<file path="config.mk">
export PLATFORM = sky130hd
export DESIGN_NAME = uart_tx_drain
export DESIGN_NICKNAME = d
export VERILOG_FILES = /design/src/rtl/uart_pkg.sv /design/src/rtl/uart_baud_gen.sv /design/src/rtl/uart_tx_drain.sv
export SDC_FILE = /design/constraint.sdc
export NUM_CORES = 1
export LEC_CHECK = 0
export ABC_AREA = 1
export BUFFER_PORTS_ARGS = -buffer_cell sky130_fd_sc_hd__buf_2
export CORE_AREA = 2 2 61 63
export DETAILED_ROUTE_END_ITERATION = 12
export DIE_AREA = 0 0 63 65
export SYNTH_ARGS = -nofsm -noshare
export SYNTH_HDL_FRONTEND = slang
export SYNTH_SLANG_ARGS = --single-unit
</file>
<file path="constraint.sdc">
create_clock -name clk -period 2.79 [get_ports clk]
set_input_delay 0.4185 -clock clk [delete_from_list [all_inputs] [get_ports clk]]
set_output_delay 0.4185 -clock clk [all_outputs]
set_load 0.02 [all_outputs]
</file>
<file path="src/rtl/uart_pkg.sv">
// Shared UART definitions: FSM state encoding, default baud divisor and line levels.
package uart_pkg;

   localparam int CLKS_PER_BIT_DEFAULT = 434;

   localparam logic START_LVL = 1'b0;
   localparam logic STOP_LVL  = 1'b1;
   localparam logic IDLE_LVL  = 1'b1;

   typedef enum logic [2:0] {
      S_IDLE   = 3'd0,
      S_POP    = 3'd1,
      S_LOAD   = 3'd2,
      S_START  = 3'd3,
      S_DATA   = 3'd4,
`ifdef UART_TX_PARITY_EN
      S_PARITY = 3'd5,
`endif
      S_STOP   = 3'd6
   } tx_state_t;

endpackage

</file>
<file path="src/rtl/uart_baud_gen.sv">
// Bit-period counter: counts 0..CLKS_PER_BIT-1 and flags the final cycle of each bit.
// The clear input holds the count at zero so the next period starts aligned.
module uart_baud_gen
   import uart_pkg::*;
#(
   parameter int CLKS_PER_BIT = CLKS_PER_BIT_DEFAULT
) (
   input  logic clk,
   input  logic rst_n,
   input  logic clear,
   output logic bit_tick
);

   localparam int CW = (CLKS_PER_BIT > 1) ? $clog2(CLKS_PER_BIT) : 1;
   localparam logic [CW-1:0] LAST = CW'(CLKS_PER_BIT - 1);

   logic [CW-1:0] count;

   always_ff @(posedge clk or negedge rst_n) begin
      if (!rst_n) begin
         count <= '0;
      end else if (clear || (count == LAST)) begin
         count <= '0;
      end else begin
         count <= count + 1'b1;
      end
   end

   assign bit_tick = !clear && (count == LAST);

endmodule

</file>
<file path="src/rtl/uart_tx_drain.sv">
// FIFO-draining UART transmitter, 8N1 by default, 8E1 when UART_TX_PARITY_EN is defined.
// Start bit 3 cycles after FIFO non-empty; pops only from IDLE with Empty low, so never underflows.
module uart_tx_drain
   import uart_pkg::*;
#(
   parameter int DATA_WIDTH   = 8,
   parameter int CLKS_PER_BIT = CLKS_PER_BIT_DEFAULT
) (
   input  logic                  clk,
   input  logic                  rst_n,
   input  logic                  FIFO_Empty,
   input  logic [DATA_WIDTH-1:0] FIFO_Data,
   output logic                  FIFO_Read_EN,
   output logic                  TX,
   output logic                  Busy,
   output logic                  Frame_Done
);

   localparam int BW = $clog2(DATA_WIDTH + 1);
   localparam logic [BW-1:0] LAST_BIT = BW'(DATA_WIDTH - 1);

   tx_state_t             state;
   logic [DATA_WIDTH-1:0] shift;
   logic [BW-1:0]         bit_cnt;
   logic                  baud_clr;
   logic                  bit_tick;
   logic                  next_lsb;
`ifdef UART_TX_PARITY_EN
   logic                  parity;
`endif

   // Counter is held at zero until the start bit so every bit period is exactly CLKS_PER_BIT.
   assign baud_clr = (state == S_IDLE) || (state == S_POP) || (state == S_LOAD);

   generate
      if (DATA_WIDTH > 1) begin : g_wide
         assign next_lsb = shift[1];
      end else begin : g_narrow
         assign next_lsb = STOP_LVL;
      end
   endgenerate

   uart_baud_gen #(
      .CLKS_PER_BIT(CLKS_PER_BIT)
   ) u_baud (
      .clk     (clk),
      .rst_n   (rst_n),
      .clear   (baud_clr),
      .bit_tick(bit_tick)
   );

   always_ff @(posedge clk or negedge rst_n) begin
      if (!rst_n) begin
         state        <= S_IDLE;
         shift        <= '0;
         bit_cnt      <= '0;
         TX           <= IDLE_LVL;
         FIFO_Read_EN <= 1'b0;
         Busy         <= 1'b0;
         Frame_Done   <= 1'b0;
`ifdef UART_TX_PARITY_EN
         parity       <= 1'b0;
`endif
      end else begin
         FIFO_Read_EN <= 1'b0;
         Frame_Done   <= 1'b0;
         case (state)
            S_IDLE: begin
               TX <= IDLE_LVL;
               if (!FIFO_Empty) begin
                  state        <= S_POP;
                  FIFO_Read_EN <= 1'b1;
                  Busy         <= 1'b1;
               end
            end
            S_POP: begin
               state <= S_LOAD;
            end
            S_LOAD: begin
               // FIFO_Data is valid here, one cycle after the read strobe.
               shift   <= FIFO_Data;
               bit_cnt <= '0;
`ifdef UART_TX_PARITY_EN
               parity  <= ^FIFO_Data;
`endif
               TX      <= START_LVL;
               state   <= S_START;
            end
            S_START: begin
               if (bit_tick) begin
                  TX    <= shift[0];
                  state <= S_DATA;
               end
            end
            S_DATA: begin
               if (bit_tick) begin
                  shift   <= shift >> 1;
                  bit_cnt <= bit_cnt + 1'b1;
                  if (bit_cnt == LAST_BIT) begin
`ifdef UART_TX_PARITY_EN
                     TX    <= parity;
                     state <= S_PARITY;
`else
                     TX    <= STOP_LVL;
                     state <= S_STOP;
`endif
                  end else begin
                     TX <= next_lsb;
                  end
               end
            end
`ifdef UART_TX_PARITY_EN
            S_PARITY: begin
               if (bit_tick) begin
                  TX    <= STOP_LVL;
                  state <= S_STOP;
               end
            end
`endif
            S_STOP: begin
               if (bit_tick) begin
                  Busy       <= 1'b0;
                  Frame_Done <= 1'b1;
                  state      <= S_IDLE;
               end
            end
            default: begin
               TX    <= IDLE_LVL;
               Busy  <= 1'b0;
               state <= S_IDLE;
            end
         endcase
      end
   end

endmodule

</file>
==> impl_metrics.csv, run 1 <==
group,metric,value,unit
cells_and_area,nNetsFinal,211,
placed_design,hpwl,1.98,mm
sta,finalSetupTns,0,ns
sta,setup_viol,0,
pwr,p_per_area,419,mW/mm2
route,via_count,1171,
clock_network,clockBufferDepth,2,
pwr,ir_drop,0.000239,V
clock_network,htree_num_levels,1,
setup_path,worstPathArrival,1.85,ns
clock_network,cts_tree,"yes",
route,drc_errors,0,
sta,rsz0062_at_grt,"false",
cells_and_area,area_growth_syn_to_layout,11.0,%
sta,slew_violations,0,
placed_design,gp_congestion,0.834,
synthesis,seq_area_frac_synth,47.5,%
clock_network,insertion_delay,0.33,ns
pwr,p_leak,0.856,nW
synthesis,syn_inst,180,
sta,layout_setup_ws,1.22,ns
route,first_iter_violations,70,
synthesis,ys_ff_latch,28,
synthesis,synthDistinctLibCells,30,
route,wl,2.60,mm
clock_network,cts-root-buf,"clkbuf_4",
sta,tightest_slew,0.622,ns
min_path,hold_class,"in -> async",
grt,antenna_found_initial,0,
setup_path,end_kind,"flop",
placed_design,dp_worst_setup_slack,1.24,ns
die,core-area,0.00350,mm2
clock_network,cts_setup_buffers,0,
grt,grt_pass1_wl,4.89,mm
sta,slew_headroom,58.5,%
synthesis,synth.cell_area,0.00148,mm2
sta,post-route-period-util,56.4,%
grt,grt_start_max_net_pins,29,
die,ioPinCount,15,
grt,gr-total-overflow,0,
setup_path,path_max_fanout,5,
synthesis,ys_warn_count,0,
placed_design,numPlacedInstances,240,
die,die_y,65,um
route,routed_via_density,4.80,
setup_path,start_kind,"flop",
flow_run,max-cap-violations,0,
route,first_pass_iters,4,
setup_path,crit_type,"reg -> reg",
synthesis,syn-num-nets,194,
route,wl_per_cell,10.6,um
cells_and_area,instances_no_fill,244,
grt,first_global_vias,1160,
setup_path,critPathRequiredTime,3.06,ns
placed_design,io_buffers,14,
die,start_util,42.3,%
cells_and_area,diodes,0,
sta,hold_viol,0,
clock_network,ctsResizeCount,0,
clock_network,ctsHoldBuffers,0,
sta,period_minus_slack,1.57,ns
run_status,status,"finished, final reports clean",
clock_network,cts_buffers,3,
die,dieArea,0.00410,mm2
die,num_rows,22,
cells_and_area,drive_gt1_share,18.4,%
clock_network,clock-sinks,28,
sta,max_freq,636,MHz
route,ant_nets,0,
sta,fin_worst_skew,0.00891,ns
grt,grtUsageTotal,15.0,%
synthesis,synth.avg_cell_area,8.22,um2
die,die_w,63,um
clock_network,cts.reportedPaths.clkPinSlew,0.16,ns
## critical path, cell delays in order (launching register included)
cell and delay [ns]:
dfrtp_1 0.45, ha_1 0.20, nand2_1 0.07, inv_1 0.07
nand3_1 0.12, nor3_1 0.29, nand2_1 0.11, nand2_1 0.08
nand2_1 0.05, nor2_1 0.08
## layout by cell type, fill, tap and decap left out, types with 6 or more instances in the layout
master	n
nor2_1	19
dfrtp_1	27
o21ai_0	8
nand3_1	15
inv_1	22
o21ai_1	6
nand2_1	43
buf_2	14
## routing by layer
layer | wire length [um] | global-route usage (%) | up-vias
met5 | 0 | 0 | -
met4 | 23 | 6.94 | 0
met3 | 92 | 2.08 | 2
met2 | 1190 | 25.1 | 21
met1 | 1290 | 19.2 | 533
li1 | - | - | 615
## synth_stat cells (all sizes together)
cell type / count / area [um2]
nand2: 45 / 184
dfrtp: 27 / 676
inv: 24 / 92.6
nor2: 24 / 108
nand3: 17 / 103
o21ai: 15 / 78.8
a21oi: 5 / 32.5
nor3: 5 / 30.0
o211ai: 5 / 42.5
ha: 3 / 37.5
nand4: 3 / 18.8
buf: 2 / 20.0
dfstp: 1 / 26.3
o21a: 1 / 7.51
o21bai: 1 / 7.51
or2: 1 / 6.26
xor2: 1 / 8.76
## metrics by stage
stage	hold slack, ns	util, %	total power [mW]	instance area, um2
2_1_floorplan	0.123	-	0.415	1480
3_5_place_dp	0.462	45.5	0.430	1590
6_report	0.0750	47.0	0.687	1640
5_1_grt	0.111	47.0	0.715	1640
4_1_cts	0.0952	47.0	0.694	1640
3_3_place_gp	0.458	45.5	0.430	1590
## final timing paths
| kind | startpoint | slack, ns | to | depth (start not counted) |
|---|---|---|---|---|
| min reg2reg | TX | 0.48 | TX | 2 |
| max reg2reg | u_baud.count[0] | 1.22 | u_baud.count[8] | 9 |
| max | u_baud.count[0] | 1.22 | u_baud.count[8] | 9 |
| max in group asynchronous | rst_n | 2.30 | bit_cnt[3] | 1 |
| min | rst_n | 0.08 | FIFO_Read_EN | 1 |
| min in group clk | FIFO_Empty | 0.23 | FIFO_Read_EN | 2 |
## flip-flops by register name, summed over array words and instances, names as in the netlist
name / cells
u_baud.count: 9
shift: 8
bit_cnt: 4
Frame_Done: 1
Busy: 1
state: 3
FIFO_Read_EN: 1
TX: 1
## cells by family (layout without fill, tap and decap cells)
logic type | Yosys count | count (layout) | share of synthesized area [%]
AO/OA/AOI/OAI | 27 | 27 | 11.4
XOR/XNOR | 1 | 1 | 0.592
adder cells (fa/ha/maj) | 3 | 3 | 2.54
buffers and inverters | 26 | 42 | 7.61
flip-flops | 28 | 28 | 47.5
AND/OR/NAND/NOR | 95 | 95 | 30.4
## layout make-up
type	count	area, um2
fill	358	1850
sequential	28	702
multi-input combinational	126	664
inverter	24	92.6
timing repair buffer	14	70.1
tap	48	60.1
clock inverter	1	30.0
clock buffer	3	22.5
## power breakdown
group | internal (mW) | leakage, nW | switching [mW]
sequential | 0.406 | 0.326 | 0
combinational | 0.00577 | 0.502 | 0.0102
clock | 0.145 | 0.0279 | 0.120
total | 0.557 | 0.856 | 0.130
No activity file was read; power rests on OpenSTA's default activity.
==> run 2, diff against run 1 <==
- ABC_AREA: 1 -> 0
- CORE_AREA: 2 2 61 63 -> 2 2 59 61
- DIE_AREA: 0 0 63 65 -> 0 0 61 63
- clock period: 2.79 -> 1.6 ns (I/O delays scaled with it)
==> run 2 against run 1 <==
  * The flow now finishes with violations (setup timing)
  * Clock power up 75%
  * Clock-buffer cell count unchanged
  * Fmax down 7.9%
  * Setup slack worse by 1.3 ns
  * Non-clock buffer count up 20
  * Combinational power up 130%
  * Critical path type unchanged
  * Largest power group unchanged
==> impl_metrics.csv, run 2 <==
group,metric,value,unit
clock_network,htree_num_levels,1,
placed_design,hpwl,2.14,mm
synthesis,synth_edf_count,0,
synthesis,syn-num-nets,152,
route,drc_errors,0,
sta,layout_setup_ws,-0.108,ns
synthesis,ys_top_cells_by_count,"27 x dfrtp_1, 20 x nor2_1, 8 x a21o_1",
synthesis,syn_inst,138,
setup_path,start_kind,"flop",
cells_and_area,regMostFlops,"u_baud.count",
setup_path,r2r_slack,-0.11,ns
synthesis,synth_top_area_cell,"dfrtp_1",
synthesis,synth.avg_cell_area,10.1,um2
synthesis,yosysMostFrequentCell,"dfrtp_1",
die,num_rows,21,
synthesis,seq_area_frac_synth,50.2,%
synthesis,async_flop_share,100,%
run_status,status,"finished with violations",
sta,slew_headroom,58.2,%
synthesis,synth.cell_area,0.00140,mm2
cells_and_area,mostFrequentLayoutCells,"27 x dfrtp_1, 18 x nor2_1, 17 x buf_4",
cells_and_area,final_util,54.8,%
sta,rsz0062_at_grt,"true",
run_status,violations,"setup timing",
clock_network,insertion_delay,0.33,ns
synthesis,ys_warn_count,0,
die,ioPinCount,15,
grt,gr-total-overflow,0,
pwr,p_leak,0.845,nW
setup_path,endpoint,"shift[4]",
pwr,p_per_area,691,mW/mm2
cells_and_area,final_common_cell,"dfrtp_1",
synthesis,netlist_top_cells_area,"dfrtp_1 48%, nor2_1 5.4%, a22o_1 4.4%",
sta,post-route-period-util,107,%
pwr,ir_drop,0.000317,V
min_path,hold_class,"in -> reg",
cells_and_area,fin_area,0.00177,mm2
placed_design,placed_area,0.00165,mm2
setup_path,critPathLaunch,"u_baud.count[6]",
die,die_w,61,um
setup_path,r2r_cells,5,
clock_network,cts-root-buf,"clkbuf_4",
setup_path,end_kind,"flop",
setup_path,cpPeakStageDelay,0.58,ns
synthesis,synth_top_area_share,48.3,%
die,core-area,0.00323,mm2
route,wl,2.89,mm
setup_path,worstPathArrival,1.99,ns
setup_path,crit_chain,"or4b_4, nor3_4, buf_6, a22o_1, a21o_1",
route,ant_nets,0,
cells_and_area,instances_no_fill,217,
placed_design,numPlacedInstances,210,
route,wl_per_cell,13.3,um
route,first_pass_iters,4,
grt,grt_pass1_wl,5.07,mm
clock_network,cts_tree,"yes",
route,via_count,1131,
synthesis,ys_ff_latch,28,
clock_network,clockBufferDepth,2,
clock_network,clock-sinks,28,
pwr,finalPower,1.22,mW
setup_path,worstReg2RegStart,"u_baud.count[6]",
cells_and_area,nNetsFinal,186,
sta,period_minus_slack,1.71,ns
setup_path,path_max_fanout,7,
route,first_iter_violations,32,
sta,tightest_slew,0.626,ns
setup_path,crit_type,"reg -> reg",
synthesis,ys.flop_type,"dfrtp_1",
grt,grt_start_max_net_pins,29,
grt,grtUsageTotal,17.3,%
grt,first_global_vias,1121,
setup_path,critPathRequiredTime,1.89,ns
die,dieArea,0.00384,mm2
die,start_util,43.3,%
cells_and_area,nFillCells,303,
placed_design,gp_congestion,0.815,
sta,fin_worst_skew,0.00917,ns
sta,hold_ws,0.0728,ns
setup_path,slowest_stage,"or4b_4",
clock_network,cts_buffers,3,
setup_path,r2r_end,"shift[4]",
synthesis,synthDistinctLibCells,37,
grt,antenna_found_initial,0,
cells_and_area,area_growth_syn_to_layout,26.7,%
sta,slew_violations,0,
cells_and_area,reg_top3,"u_baud.count x9, shift x8, bit_cnt x4",
route,routed_via_density,5.21,
placed_design,io_buffers,14,
sta,setup_viol,13,
sta,max_freq,586,MHz
cells_and_area,largest_reg_flops,9,
die,die_y,63,um
cells_and_area,diodes,0,
clock_network,cts.reportedPaths.clkPinSlew,0.15,ns
flow_run,max-cap-violations,0,
sta,hold_viol,0,
cells_and_area,drive_gt1_share,30.4,%
run 2: metal layers:
metal / vias up / GRT usage [%] / wire [um]
met1: 558 / 24.0 / 1390
li1: 562 / - / -
met5: - / 0 / 0
met4: 0 / 5.71 / 34
met3: 4 / 2.48 / 35
met2: 7 / 27.3 / 1430
run 2: worst max-delay path: cells and delay by family, from the launching register on:
family | cells | cell delay (ns)
DFF | 1 | 0.41
and+or+nand+nor | 2 | 0.87
buffers and inverters | 1 | 0.17
AOI/OAI and AO/OA | 2 | 0.23
run 2: area by class of cell:
class | instances | area [um2] | area share, %
sequential | 28 | 702 | 39.6
multi-input combinational | 99 | 698 | 39.4
timing repair buffer | 34 | 239 | 13.5
tap | 46 | 57.6 | 3.25
clock inverter | 1 | 30.0 | 1.69
clock buffer | 3 | 22.5 | 1.27
inverter | 6 | 22.5 | 1.27
run 2: cells by family (layout without fill, tap and decap cells):
logic type / after synthesis / after routing / share of synthesized area, %
compound gates: 35 / 35 / 17.6
xor+xnor: 8 / 8 / 5.01
fa+ha+maj: 3 / 3 / 2.68
buf+inv: 11 / 44 / 3.67
flops: 28 / 28 / 50.2
mux: 1 / 1 / 0.716
simple gates: 52 / 52 / 20.1
run 2: timing repair:
item	4_1_cts	5_1_grt
buffers inserted	0	2
hold endpoints to repair	27	0
endpoints found under the setup margin	24	24
hold buffers	1	0
pin swaps	5	10
resized for setup	3	7
run 2: how the worst min path moves through the flow:
stage,from,endpoint,cells past startpoint
finish,FIFO_Empty,FIFO_Read_EN,2
global route,FIFO_Empty,FIFO_Read_EN,2
CTS,FIFO_Empty,FIFO_Read_EN,2
detailed placement,rst_n,FIFO_Read_EN,1
global placement,rst_n,state[0],1
floorplan,rst_n,Busy,0
run 2: per-stage QoR:
step	TNS, ns	setup slack, ns
floorplan	-0.0113	-0.00781
global placement	-0.101	-0.0298
detailed placement	-0.378	-0.0588
CTS	-0.649	-0.0802
global route	-1.95	-0.188
finish	-0.917	-0.108
run 2: where the power goes:
group          internal, mW  switching (mW)  leakage (nW)  total [mW]
combinational        0.0172          0.0192         0.487      0.0363
sequential            0.718         0.00728         0.330       0.726
clock                 0.253           0.209        0.0279       0.463
total                 0.989           0.236         0.845        1.22
